`config.mk`:
```
export PLATFORM = sky130hd
export DESIGN_NAME = muskoka_reset_ctrl
export DESIGN_NICKNAME = d
export VERILOG_FILES = /design/src/rtl/muskoka_reset_ctrl.sv
export SDC_FILE = /design/constraint.sdc
export NUM_CORES = 1
export LEC_CHECK = 0
export ABC_AREA = 0
export CAP_MARGIN = 20
export CORE_UTILIZATION = 26
export CTS_CLUSTER_SIZE = 28
export DETAILED_ROUTE_END_ITERATION = 8
export DONT_BUFFER_PORTS = 1
export PLACE_DENSITY = 0.37
export SLEW_MARGIN = 20
export SYNTH_ARGS = -nofsm -noshare
export SYNTH_HDL_FRONTEND = slang
export SYNTH_SLANG_ARGS = --single-unit
```
`constraint.sdc`:
```
create_clock -name clk_i -period 2.15 [get_ports clk_i]
set_input_delay 0.645 -clock clk_i [delete_from_list [all_inputs] [get_ports clk_i]]
set_output_delay 0.645 -clock clk_i [all_outputs]
set_load 0.02 [all_outputs]
```
`src/rtl/muskoka_reset_ctrl.sv`:
```
// muskoka_reset_ctrl
//   Reset sequencer feeding the muskoka SoC active-high rst_i. The SoC is held
//   in reset until the synchronized clock-lock has been seen and a hold
//   interval has elapsed. Lock loss, software requests and (optionally) a
//   watchdog trigger warm resets. The last cause and a saturating warm-reset
//   count are exported.
//
//   Optional feature: define MUSKOKA_RESET_WDT_EN to build the watchdog.
//
// Ports:
//   clk_i       system clock
//   rst_ni      asynchronous active-low reset
//   lock_i      clock-lock indication (asynchronous, synchronized here)
//   sw_rst_i    software reset request (synchronous)
//   wdt_kick_i  watchdog kick (synchronous; unused without the watchdog)
//   rst_o       active-high reset to the SoC
//   ready_o     high while the SoC is out of reset
//   cause_o     last reset cause: 00 external, 01 lock loss, 10 software,
//               11 watchdog
//   rst_cnt_o   saturating count of warm resets
module muskoka_reset_ctrl #(
  parameter int unsigned SYNC_STAGES = 2,
  parameter int unsigned HOLD_CYCLES = 16,
  parameter int unsigned WDT_CYCLES  = 1024
) (
  input  logic       clk_i,
  input  logic       rst_ni,
  input  logic       lock_i,
  input  logic       sw_rst_i,
  input  logic       wdt_kick_i,
  output logic       rst_o,
  output logic       ready_o,
  output logic [1:0] cause_o,
  output logic [7:0] rst_cnt_o
);

  localparam int unsigned CW = $clog2(HOLD_CYCLES + 1);
  localparam logic [CW-1:0] HOLD_LAST = CW'(HOLD_CYCLES - 1);

  localparam logic [1:0] CAUSE_EXT  = 2'b00;
  localparam logic [1:0] CAUSE_LOCK = 2'b01;
  localparam logic [1:0] CAUSE_SW   = 2'b10;
  localparam logic [1:0] CAUSE_WDT  = 2'b11;

  typedef enum logic [1:0] {
    S_ASSERT,
    S_HOLD,
    S_RUN
  } state_t;

  state_t                 state, state_n;
  logic [CW-1:0]          cnt, cnt_n;
  logic [1:0]             cause_n;
  logic [7:0]             rst_cnt_n;
  logic                   rst_n_val, ready_n_val;
  logic [SYNC_STAGES-1:0] sync;
  logic                   lock_sync;
  logic                   wdt_expire;
  logic                   warm;

  // Lock synchronizer
  always_ff @(posedge clk_i or negedge rst_ni) begin
    if (!rst_ni) begin
      sync <= '0;
    end else begin
      sync <= {sync[SYNC_STAGES-2:0], lock_i};
    end
  end

  assign lock_sync = sync[SYNC_STAGES-1];

`ifdef MUSKOKA_RESET_WDT_EN
  localparam int unsigned WW = $clog2(WDT_CYCLES);
  localparam logic [WW-1:0] WDT_LAST = WW'(WDT_CYCLES - 1);

  logic [WW-1:0] wdt;

  assign wdt_expire = (state == S_RUN) && (wdt == WDT_LAST) && !wdt_kick_i;

  // Counter runs only while staying in S_RUN; any exit (including its own
  // expiry) clears it.
  always_ff @(posedge clk_i or negedge rst_ni) begin
    if (!rst_ni) begin
      wdt <= '0;
    end else if (state_n != S_RUN || state != S_RUN || wdt_kick_i) begin
      wdt <= '0;
    end else begin
      wdt <= wdt + WW'(1);
    end
  end
`else
  localparam int unsigned unused_wdt_cycles = WDT_CYCLES;
  logic unused_kick;

  assign unused_kick = wdt_kick_i;
  assign wdt_expire  = 1'b0;
`endif

  // Next-state and next-output logic; outputs are registered from the
  // next-state decision so they change on the same edge as the state.
  always_comb begin
    state_n   = state;
    cnt_n     = cnt;
    cause_n   = cause_o;
    rst_cnt_n = rst_cnt_o;
    warm      = 1'b0;

    case (state)
      S_ASSERT: begin
        if (lock_sync) begin
          state_n = S_HOLD;
          cnt_n   = '0;
        end
      end
      S_HOLD: begin
        cnt_n = cnt + CW'(1);
        if (!lock_sync) begin
          state_n = S_ASSERT;
          cause_n = CAUSE_LOCK;
          warm    = 1'b1;
        end else if (sw_rst_i) begin
          cnt_n   = '0;
          cause_n = CAUSE_SW;
          warm    = 1'b1;
        end else if (cnt == HOLD_LAST) begin
          state_n = S_RUN;
        end
      end
      S_RUN: begin
        if (!lock_sync) begin
          state_n = S_ASSERT;
          cause_n = CAUSE_LOCK;
          warm    = 1'b1;
        end else if (wdt_expire) begin
          state_n = S_HOLD;
          cnt_n   = '0;
          cause_n = CAUSE_WDT;
          warm    = 1'b1;
        end else if (sw_rst_i) begin
          state_n = S_HOLD;
          cnt_n   = '0;
          cause_n = CAUSE_SW;
          warm    = 1'b1;
        end
      end
      default: begin
        state_n = S_ASSERT;
        cnt_n   = '0;
      end
    endcase

    if (warm && rst_cnt_o != 8'hFF) begin
      rst_cnt_n = rst_cnt_o + 8'd1;
    end

    rst_n_val   = (state_n != S_RUN);
    ready_n_val = (state_n == S_RUN);
  end

  always_ff @(posedge clk_i or negedge rst_ni) begin
    if (!rst_ni) begin
      state     <= S_ASSERT;
      cnt       <= '0;
      rst_o     <= 1'b1;
      ready_o   <= 1'b0;
      cause_o   <= CAUSE_EXT;
      rst_cnt_o <= '0;
    end else begin
      state     <= state_n;
      cnt       <= cnt_n;
      rst_o     <= rst_n_val;
      ready_o   <= ready_n_val;
      cause_o   <= cause_n;
      rst_cnt_o <= rst_cnt_n;
    end
  end

endmodule
```
# After elaboration in Yosys (flattened, before gate mapping)
# Cells that the tools add are included.
# op_classes
addsub	2
mul	0
div	0
magnitude_cmp	0
eq_ne	10
shift	0
mux	18
n_bitwise	0
n_reduce_logical	5
# op_table
operator	count
5-bit 2-to-1 mux	5
2-bit 2-to-1 mux	8
5-bit case mux with 3 select lines	1
2-bit != test (second input constant)	5
8-bit by 1-bit adder with 8-bit output (second input constant)	1
8-bit != test (second input constant)	1
2-bit case mux with 3 select lines	1
5-bit by 1-bit adder with 5-bit output (second input constant)	1
5-bit by 4-bit == test with 1-bit output (second input constant)	1
2-bit == test (second input constant)	2
1-bit 2-to-1 mux	3
3-bit AND reduction	1
2-bit by 1-bit == test with 1-bit output (second input constant)	1
2-bit logical NOT	1
2-bit AND reduction	1
2-bit OR reduction	1
1-bit logical AND	1
# totals
register_bits	21
latch_bits	0
ram_bits	0
mem_bits_ro	0
in_bits	5
output_inout_bits	12
elab_cells	42
n_memories	0

# Logic depth before layout (Yosys ltp)
# logic_depth
word_depth	6
mapped_depth	7

# Least setup slack after synthesis
# Ideal clock, no wire load.
# synth_path
path_kind	reg-to-reg
start	reg rst_cnt_o[0]
end	reg rst_cnt_o[1]
setup_ps	125
arrival_time_ps	1501
required_ps	2025
setup_slack_ps	525
stages_incl_launch_ff	5
n_path_buf	0
synth_period_minus_slack_ps	1625
path_cell_list	dfrtp_1 -> ha_1 -> nand4_1 -> o211ai_2 -> mux2_2
# synth_via
elab_chain_cells	2
elab_cells_between_ends	3
cone_classes	add/sub: 1; eq/ne: 1; reduce/logical: 1
# synth_rtl
item	line_no	rtl
start, declared	34	output logic [7:0] rst_cnt_o
start signal, assigned	174	rst_cnt_o <= rst_cnt_n;
parallel branches: the longest is 2 deep, another holds 8-bit by 1-bit adder with 8-bit output	--	
# Parallel ways; which one is timed is not known.
# A chain may end at the register's enable or synchronous reset.

# Final worst setup path
# layout_path
start	reg rst_cnt_o[1]
end	reg rst_cnt_o[1]
# Same word-level chain as after synthesis.

==> run_results.csv <==
group,metric,value,unit
synthesis,async_reset_ff_frac,1.00,
detailed_routing,avgViaCountPerCell,4.74,
synthesis,synth_nets,111,
clock_network,cts_buffers,3,
timing,worstMarginPinSlew,0.455,ns
synthesis,synthTopCellsByArea,"dfrtp_1, ha_1, nand2_1, dfstp_2, inv_1",
timing,setup_tns,0,ns
critical_path,criticalPathCategory,"flip-flop to flip-flop",
min_path,hold_class,"input pin to async pin",
timing,skew,0.00198,ns
floorplanning,die-height,65.3,µm
timing,period_needed,1.82,ns
synthesis,yosysUniqueCellTypes,34,
synthesis,synthMostInstantiatedCell,"dfrtp_1",
timing,slew_headroom,0.695,
critical_path,critical_path.max_stage_delay,0.52,ns
critical_path,required,2.30,ns
synthesis,synth_mux_area_frac,0.0324,
synthesis,synth-compound-area-share,0.126,
critical_path,critical-path-top-delay-family,"flip-flops",
layout,syn2layout_area_growth,10.9,%
clock_network,cts-htree-levels,1,
detailed_routing,dr.pass1.iters,4,
synthesis,ys.warnings.count,0,
global_route,overflow,0,
global_route,antenna_found_initial,0,
critical_path,crit_chain,"ha_1 -> nand4_1 -> o211ai_2 -> mux2_2",
pwr,p_leak,0.530,nW
synthesis,ys.flop_type,"dfrtp_1",
layout,drive_gt1_frac,0.106,
clock_network,post-cts-setup-buffers,0,
floorplanning,placeableCoreArea,3740,µm²
floorplanning,start_util,0.278,
pwr,powerDensity,1180,nW/µm²
synthesis,ys_ff_latch,21,
detailed_routing,drc,0,
synthesis,yosys.area_share.simple,0.193,
flow_run,max_cap_viol_count,0,
floorplanning,die_w,65.3,µm
detailed_routing,wl_per_cell,13.1,µm
clock_network,cts_sinks,21,
timing,setup_viol,0,
floorplanning,dieArea,4270,µm²
critical_path,cp.arrival,1.97,ns
layout,final_util,0.309,
synthesis,synth.avg_cell_area,10.5,µm²
clock_network,ctsHoldBuffers,0,
global_route,grt_max_degree,22,
placed_design,dp_hpwl,1440,µm
layout,diodes,0,
clock_network,path_clk_slew,0.08,ns
timing,hold_viol,0,
timing,fin_ws,0.328,ns
critical_path,critPathLaunchType,"flip-flop",
synthesis,synthTopCellsByCount,"dfrtp_1, nand2_1, ha_1, inv_1, nor2_1",
timing,fmax,549,MHz
clock_network,cts_buffer_depth,2,
synthesis,synth_edf_count,0,
timing,slew_violations,0,
synthesis,synth_cells,99,
layout,finalNetCount,117,
synthesis,synth_xor_xnor_area_share,0.0336,
floorplanning,rows,22,
clock_network,cts_tree,"built",
floorplanning,pin_count,17,
placed_design,gp_congestion,0.712,
critical_path,endpoint_kind,"flip-flop",
placed_design,port_buffers,0,
synthesis,synthAdderAreaFrac,0.0840,
synthesis,synth_top_family_by_area,"simple AND/OR/NAND/NOR gates",
synthesis,yosys.area.top_type,"dfrtp_1",
clock_network,cts_resized,0,
detailed_routing,vias,720,
detailed_routing,routed_wl,1990,µm
synthesis,netlist.area_leader.share,0.480,
synthesis,syn_area,1040,µm²
timing,fin_crit_sh,0.847,
timing,grt_setup_unrepaired,"no",
timing,holdWs,0.0691,ns
detailed_routing,dr.first_iter.drc_count,23,
placed_design,pre_cts_slack,0.355,ns
global_route,grt_pass1_wl,3350,µm
global_route,grt_pass1_vias,688,
critical_path,slowest_stage,"dfrtp_1",
pwr,vdd_drop_max,387,µV
critical_path,critical_path_buf_inv_count,0,
run_status,status,"completed",
global_route,track_usage,0.108,
detailed_routing,detail-route-antenna-nets,0,
critical_path,crit_fanout,5,
clock_network,clkLatencyLatePin,0.26,ns
synthesis,ys_seq_area_frac,0.505,
clock_network,cts-root-buf,"clkbuf_8",
==> layout by cell type (no fill, tap or decap), drive strengths merged <==
cell / n
nor3b: 1
a21oi: 3
o21a: 1
a211o: 3
nor2: 7
a21o: 1
clkinv: 1
o31ai: 1
nor3: 2
nor2b: 3
and3: 2
and2: 1
nor4: 1
nand2: 8
buf: 1
nor4b: 1
clkbuf: 3
nand2b: 3
nand3: 4
xnor2: 1
ha: 7
a31oi: 1
o21ai: 6
a41oi: 1
dfstp: 1
inv: 7
nand4: 3
nand3b: 1
dfrtp: 20
o211ai: 1
xor2: 3
a21bo: 1
mux2: 3
or4: 1
==> worst register-to-register path, stage by stage (launching register included) <==
cell and delay [ns]:
dfrtp_1 0.52, ha_1 0.26, nand4_1 0.19, o211ai_2 0.37
mux2_2 0.37
==> cell families after synthesis <==
family	Yosys count
adders and majority gates	7
and+or+nand+nor	38
AOI/OAI and AO/OA	19
DFF	21
xor gates and xnor gates	4
buffers and inverters	7
muxes	3
==> per-layer routing <==
metal  GRT usage  routed length [µm]  up-vias
li1            -                   -      360
met1       0.141                1030      345
met2       0.149                 829       11
met3      0.0521                  91        4
met4      0.0489                  31        0
met5           0                   0        -
==> layout make-up <==
class / instances / area (µm²)
Sequential cell: 21 / 527
Multi-Input combinational cell: 71 / 489
Clock buffer: 3 / 41.3
Fill cell: 413 / 2590
Timing Repair Buffer: 1 / 7.51
Clock inverter: 1 / 5.00
Tap cell: 48 / 60.1
Inverter: 7 / 26.3
==> power by group <==
part           switching [W]  internal, W  total (W)
combinational       0.000212     0.000179   0.000391
sequential          0.000209     0.000503   0.000712
clock               0.000131     0.000129   0.000260
==> state kept, by name, indices dropped and copies added, names as in the netlist <==
signal / flops
rst_cnt_o: 8
cnt: 5
cause_o: 2
state: 2
sync: 2
ready_o: 1
rst_o: 1
==> per-stage QoR <==
| step | power [W] | area (µm²) | std cells |
|---|---|---|---|
| after global routing | 0.00147 | 1160 | 152 |
| after detailed placement | 0.00111 | 1110 | 148 |
| final | 0.00136 | 1160 | 152 |
| after CTS | 0.00139 | 1160 | 152 |
| after floorplan | 0.000999 | 1040 | 99 |
| after global placement | 0.00111 | 1110 | 148 |
==> path summary, 6_finish.rpt <==
path,start,to,slack [ns],cells after the start
max reg2reg,rst_cnt_o[1],rst_cnt_o[1],0.33,4
min in group clk_i,sync[0],sync[1],0.35,0
max,rst_cnt_o[1],rst_cnt_o[1],0.33,4
max in group asynchronous,rst_ni,rst_o,1.91,0
min reg2reg,sync[0],sync[1],0.35,0
min,rst_ni,ready_o,0.07,0
No activity file was read; power rests on OpenSTA's default activity.
